[src/rtl/cpu_pkg.sv]
// Shared CPU definitions: ARM-style condition codes, flag bit positions and
// the condition evaluator used by both the fetch and the execute stages.
package cpu_pkg;

    // Condition field encodings (instruction bits [31:28])
    localparam logic [3:0] COND_EQ = 4'h0;
    localparam logic [3:0] COND_NE = 4'h1;
    localparam logic [3:0] COND_CS = 4'h2;
    localparam logic [3:0] COND_CC = 4'h3;
    localparam logic [3:0] COND_MI = 4'h4;
    localparam logic [3:0] COND_PL = 4'h5;
    localparam logic [3:0] COND_VS = 4'h6;
    localparam logic [3:0] COND_VC = 4'h7;
    localparam logic [3:0] COND_HI = 4'h8;
    localparam logic [3:0] COND_LS = 4'h9;
    localparam logic [3:0] COND_GE = 4'hA;
    localparam logic [3:0] COND_LT = 4'hB;
    localparam logic [3:0] COND_GT = 4'hC;
    localparam logic [3:0] COND_LE = 4'hD;
    localparam logic [3:0] COND_AL = 4'hE;

    // Bit positions of the flags inside the NZCV nibble
    localparam int NB = 3;
    localparam int ZB = 2;
    localparam int CB = 1;
    localparam int VB = 0;

    // Returns 1 when an instruction with condition `code` must execute under
    // the given flags. Code 4'hF is treated as always.
    function automatic logic cond_eval(input logic [3:0] code, input logic [3:0] nzcv);
        logic n;
        logic z;
        logic c;
        logic v;
        logic result;
        n = nzcv[NB];
        z = nzcv[ZB];
        c = nzcv[CB];
        v = nzcv[VB];
        result = 1'b1;
        case (code)
            COND_EQ: result = z;
            COND_NE: result = ~z;
            COND_CS: result = c;
            COND_CC: result = ~c;
            COND_MI: result = n;
            COND_PL: result = ~n;
            COND_VS: result = v;
            COND_VC: result = ~v;
            COND_HI: result = c & ~z;
            COND_LS: result = ~c | z;
            COND_GE: result = (n == v);
            COND_LT: result = (n != v);
            COND_GT: result = ~z & (n == v);
            COND_LE: result = z | (n != v);
            default: result = 1'b1;
        endcase
        return result;
    endfunction

endpackage

[src/rtl/fetch_queue.sv]
// Prefetch FIFO: circular buffer of {pc, instruction} entries with a
// combinational head so the condition field can be evaluated before popping.
module fetch_queue #(
    parameter int DEPTH = 4,
    parameter int WIDTH = 64
) (
    input  logic                     clk,
    input  logic                     rst,
    input  logic                     push,
    input  logic                     pop,
    input  logic                     clear,
    input  logic [WIDTH-1:0]         din,
    output logic [WIDTH-1:0]         head,
    output logic [$clog2(DEPTH):0]   count,
    output logic                     empty,
    output logic                     full
);

    localparam int PW = $clog2(DEPTH);
    localparam logic [PW:0] FULL_COUNT = (PW + 1)'(DEPTH);

    logic [WIDTH-1:0] mem [DEPTH];
    logic [PW-1:0]    rd_ptr_reg;
    logic [PW-1:0]    wr_ptr_reg;
    logic [PW:0]      count_reg;

    // Pointer and occupancy tracking; clear empties the queue in one cycle
    always_ff @(posedge clk) begin
        if (rst || clear) begin
            rd_ptr_reg <= '0;
            wr_ptr_reg <= '0;
            count_reg  <= '0;
        end else begin
            if (push) begin
                wr_ptr_reg <= wr_ptr_reg + 1'b1;
            end
            if (pop) begin
                rd_ptr_reg <= rd_ptr_reg + 1'b1;
            end
            count_reg <= count_reg + (PW + 1)'(push) - (PW + 1)'(pop);
        end
    end

    // Entry storage; no reset needed since count gates visibility
    always_ff @(posedge clk) begin
        if (push && !clear && !rst) begin
            mem[wr_ptr_reg] <= din;
        end
    end

    assign head  = mem[rd_ptr_reg];
    assign count = count_reg;
    assign empty = (count_reg == '0);
    assign full  = (count_reg == FULL_COUNT);

    // The issue rule in the fetch unit reserves a slot for every read in flight
    push_never_full: assert property (@(posedge clk) disable iff (rst || clear) !(push && full));

endmodule

[src/rtl/fetch_unit.sv]
// Prefetching instruction fetch stage: issues ROM reads ahead of demand,
// queues {pc, word} pairs and releases the head to IR when its condition holds.
module fetch_unit
    import cpu_pkg::*;
#(
    parameter int                ADDR_W   = 32,
    parameter int                ROM_AW   = 6,
    parameter int                DEPTH    = 4,
    parameter logic [ADDR_W-1:0] RESET_PC = '0
) (
    input  logic              clk,
    input  logic              rst,
    input  logic              write_ir,
    input  logic              redirect,
    input  logic [ADDR_W-1:0] redirect_pc,
    input  logic [3:0]        NZCV,
    output logic              rom_en,
    output logic [ROM_AW-1:0] rom_addr,
    input  logic [31:0]       rom_data,
    output logic [31:0]       IR,
    output logic [ADDR_W-1:0] IR_pc,
    output logic              W_IR_valid,
    output logic              fetch_stall,
    output logic              q_empty,
    output logic              q_full
);

    localparam int CW = $clog2(DEPTH) + 1;
    localparam int QW = ADDR_W + 32;

    logic [ADDR_W-1:0] fpc_reg;
    logic              epoch_reg;
    logic              inflight_reg;
    logic              inflight_epoch_reg;
    logic [ADDR_W-1:0] issued_pc_reg;
    logic [31:0]       ir_reg;
    logic [ADDR_W-1:0] ir_pc_reg;

    logic [CW-1:0]     q_count;
    logic [QW-1:0]     q_head;
    logic [ADDR_W-1:0] head_pc;
    logic [31:0]       head_instr;
    logic [CW:0]       occupancy;
    logic              pop;
    logic              push;
    logic              issue;
    logic              unused_target_bits;

    assign head_pc    = q_head[QW-1:32];
    assign head_instr = q_head[31:0];

    // A redirect freezes the queue for its cycle; reset overrides everything
    assign pop  = write_ir & ~q_empty & ~redirect & ~rst;

    // Slots already committed: queued words plus the read still in flight,
    // less the one leaving this cycle
    assign occupancy = {1'b0, q_count} + (CW + 1)'(inflight_reg) - (CW + 1)'(pop);
    assign issue     = ~rst & ~redirect & (occupancy < (CW + 1)'(DEPTH));

    // Responses issued before the last redirect carry a stale epoch
    assign push = inflight_reg & (inflight_epoch_reg == epoch_reg) & ~redirect & ~rst;

    assign rom_en      = issue;
    assign rom_addr    = fpc_reg[ROM_AW+1:2];
    assign W_IR_valid  = pop & cond_eval(head_instr[31:28], NZCV);
    assign fetch_stall = write_ir & q_empty & ~redirect;
    assign IR          = ir_reg;
    assign IR_pc       = ir_pc_reg;

    // Byte-offset bits of the branch target carry no meaning
    assign unused_target_bits = ^redirect_pc[1:0];

    fetch_queue #(
        .DEPTH (DEPTH),
        .WIDTH (QW)
    ) u_queue (
        .clk   (clk),
        .rst   (rst),
        .push  (push),
        .pop   (pop),
        .clear (redirect),
        .din   ({issued_pc_reg, rom_data}),
        .head  (q_head),
        .count (q_count),
        .empty (q_empty),
        .full  (q_full)
    );

    // Fetch pointer, epoch and in-flight read bookkeeping
    always_ff @(posedge clk) begin
        if (rst) begin
            fpc_reg            <= RESET_PC;
            epoch_reg          <= 1'b0;
            inflight_reg       <= 1'b0;
            inflight_epoch_reg <= 1'b0;
            issued_pc_reg      <= '0;
        end else begin
            inflight_reg <= issue;
            if (issue) begin
                inflight_epoch_reg <= epoch_reg;
                issued_pc_reg      <= fpc_reg;
            end
            if (redirect) begin
                fpc_reg   <= {redirect_pc[ADDR_W-1:2], 2'b00};
                epoch_reg <= ~epoch_reg;
            end else if (issue) begin
                fpc_reg <= fpc_reg + ADDR_W'(4);
            end
        end
    end

    // Instruction register loads only for popped words whose condition passes
    always_ff @(posedge clk) begin
        if (rst) begin
            ir_reg    <= '0;
            ir_pc_reg <= '0;
        end else if (W_IR_valid) begin
            ir_reg    <= head_instr;
            ir_pc_reg <= head_pc;
        end
    end

endmodule
[config.mk]
export PLATFORM = sky130hd
export DESIGN_NAME = fetch_unit
export DESIGN_NICKNAME = d
export VERILOG_FILES = /design/src/rtl/cpu_pkg.sv /design/src/rtl/fetch_queue.sv /design/src/rtl/fetch_unit.sv
export SDC_FILE = /design/constraint.sdc
export NUM_CORES = 1
export LEC_CHECK = 0
export ABC_AREA = 1
export BUFFER_PORTS_ARGS = -buffer_cell sky130_fd_sc_hd__buf_2
export CORE_MARGIN = 5
export CORE_UTILIZATION = 60
export DETAILED_ROUTE_END_ITERATION = 10
export GPL_TIMING_DRIVEN = 0
export PLACE_DENSITY = 0.79
export SLEW_MARGIN = 5
export SYNTH_ARGS = -nofsm -noshare
export SYNTH_HDL_FRONTEND = slang
export SYNTH_HIERARCHICAL = 1
export SYNTH_SLANG_ARGS = --single-unit
[constraint.sdc]
create_clock -name clk -period 5.72 [get_ports clk]
set_clock_uncertainty 0.1 [all_clocks]
set_input_delay 0.858 -clock clk [delete_from_list [all_inputs] [get_ports clk]]
set_output_delay 0.858 -clock clk [all_outputs]
set_load 0.05 [all_outputs]
==> results by group <==
Logic synthesis
  – Largest family of logic cells by synthesized area: simple AND/OR/NAND/NOR gates
  – Synthesis-stage register bit count: 392
  – Complex-gate fraction of the synthesized area: 12.3%
  – Post-synthesis mux area share: 0%
  – Synth cell types: 37
  – Xor-xnor portion of the synthesized cell area: 0.617%
  – Synth Area in Adders: 0.852%
  – Synth top area cells: edfxtp_1, dfxtp_1, nand2_1
  – Yosys warnings: 6
  – Yosys top cell area share: 45.1%
  – Cell count after synthesis: 1796
  – Dominant synthesized flop cell: edfxtp_1
  – EDFF count, synth: 256
  – Async S/R FF share, synth: 0%
  – Post-synth top area cell: edfxtp_1
  – Syn_area_per_cell: 9.48 µm²
  – Post-Syn Area: 0.0170 mm²
  – Sequential fraction of the synthesis area: 61.1%
  – Synth Area in Simple Gates: 15.7%

Drt
  – DRC: 0
  – Starting DRC count in detailed routing: 1195
  – Routed Wire Length: 41.2 mm
  – Via Count: 13100
  – Routed length per instance: 17.1 µm
  – Drt pass-1 iters: 8
  – Post-DRT Antenna Nets: 0
  – Vias per cell: 5.43

Place
  – # placed instances: 2333
  – Gpl congestion: 0.882
  – Port bufs: 144
  – Post-DP HPWL: 28.6 mm
  – Placement Setup Slack: 0.464 ns

Clock tree
  – Htree depth: 2
  – Reg clk slew, reported paths: 0.06 ns
  – Setup Fix Bufs, Post-CTS: 0
  – Root Driver: clkbuf_16
  – TritonCTS buffer count: 39
  – CTS Hold Buffers Added: 0
  – Worst skew pair latency: 0.51 ns
  – Clock Tree Buf Depth: 3
  – PostCTS Resize Cnt: 0
  – CTS tree: done
  – Total clock sinks: 392

Die
  – Die Span X: 178 µm
  – # IOs: 147
  – Die area: 0.0318 mm²
  – Initial Util: 61.0%
  – Core ar.: 0.0279 mm²
  – Row count: 61
  – Die Y: 178 µm

Layout
  – Multi-input logic area: 0.00508 mm²
  – Sequential Area: 0.0104 mm²
  – Most frequent cells in the layout: nand2_1, inv_1, edfxtp_1, buf_2, nor2_1
  – Largest register FFs: 256
  – # diodes: 0
  – Most common cell after layout, fill and taps aside: nand2_1
  – Net count, final: 2079
  – Biggest register: u_queue/mem
  – # fillers: 2096
  – Share of cells above drive strength 1: 16.7%
  – P&R area growth vs syn: 15.4%
  – Fin cells: 2404

Run status
  – Status: finished, final reports clean

Global route
  – Largest net degree at the start of global routing: 30
  – Antenna violations before repair: 1
  – Vias in the first global route: 12800
  – GRT met2 Usage: 45.0%
  – Met3 Resource Use GR: 3.90%
  – Global-route wire length before repair: 64.9 mm
  – Met1 usage: 33.6%
  – Global route overflow: 0
  – Busiest grt layer: met2
  – All-Layer GR Usage: 25.8%

Worst setup path
  – Critical path class: input pin to output port
  – Critical-path maximum fanout: 15
  – Crit path launch type: input pin
  – CP arrival: 4.40 ns
  – Worst r2r path cells: 15
  – Worst Setup End Kind: output port
  – Max stage delay cell, worst path: nor3b_2
  – Required @ worst endpoint: 4.76 ns
  – Critical path, cell by cell: buf_2 -> inv_2 -> nand2_2 -> nor3b_2 -> buf_2 -> buf_4 -> ha_1 -> inv_1 -> ha_1 -> nand3_1 -> nand2_1 -> xor2_1 -> nand2_2 -> inv_2 -> buf_6 -> buf_2 -> buf_2
  – Most common cell on crit path: buf_2
  – Crit-path max cell delay: 0.41 ns

Worst hold path
  – Cell depth of the worst hold path: 2
  – HP Class: flip-flop to flip-flop

STA
  – Unrepaired setup endpoints after global routing: no
  – Worst-Margin Slew: 0.693 ns
  – Endpoints failing setup: 0
  – Final Max Slew Viols: 0
  – Hold Slack: 0.375 ns
  – Period utilization: 93.6%
  – Minimum clock period: 5.35 ns
  – Setup slack after layout: 0.366 ns
  – Achievable frequency: 187 MHz
  – Rel. slew slack: 53.7%
  – Setup TNS: 0 ns
  – Final Hold Viols: 0

Pwr
  – Pleak: 0.00824 µW
  – Worst vdd ir: 0.000230 V
  – Power Total: 5720 µW
  – Cell area power density: 291 mW/mm²

Job
  – MaxCap Viol Count: 0
-- metrics by stage --
step | util, % | instance area, µm²
floorplan | - | 17100
global placement | 65.3 | 18200
detailed placement | 66.0 | 18400
CTS | 70.3 | 19600
global route | 70.3 | 19600
finish | 70.3 | 19600
-- worst paths after layout --
kind                     from         end  slack [ns]
max                       rst      rom_en        0.37
min                    IR[19]      IR[19]        0.38
max reg2reg  u_queue/count[1]  fpc_reg[3]        2.03
min reg2reg            IR[19]      IR[19]        0.38
-- cell type report --
cell class                 instances  share of cell area, %
tap                              378                   2.41
timing repair buffer             152                   4.52
clock inverter                    16                  0.561
sequential                       392                   53.0
inverter                         267                   5.10
multi-input combinational       1039                   25.8
clock buffer                      55                   5.54
buffer                           105                   3.03
-- cells in the mapped netlist, types with 10 or more instances --
library cell / n
nor2_1: 164
o21ai_0: 97
inv_1: 263
buf_2: 57
buf_4: 17
dfxtp_1: 136
o21ai_1: 16
a21oi_2: 31
edfxtp_1: 256
ha_1: 10
nand3_1: 107
nand2_1: 347
clkbuf_1: 17
o211ai_1: 64
a21oi_1: 143
-- power breakdown --
part	leakage [µW]	internal, µW	total, µW	switching [µW]
logic	0.00417	79.5	233	153
clock network	0.000597	1380	2400	1020
registers	0.00347	3050	3090	40.6
-- layer usage --
metal,share of wire (%),routed length (µm)
met5,0.017,7
met4,2.4,1010
met3,8.7,3580
met2,49,20300
met1,40,16300
-- logic make-up (layout without fill, tap and decap cells) --
kind of cell | Yosys count | after routing
flip-flops | 392 | 392
AO/OA/AOI/OAI | 359 | 359
buffers and inverters | 372 | 595
other | 1 | 8
adder cells (fa/ha/maj) | 11 | 11
XOR/XNOR | 12 | 12
AND/OR/NAND/NOR | 649 | 649
-- critical path: cells and delay by family --
kind | cells | cell delay [ns]
xor gates and xnor gates | 1 | 0.19
adders and majority gates | 2 | 0.46
buffers and inverters | 9 | 2.02
and+or+nand+nor | 5 | 0.86
(Power assumes the default switching activity.)
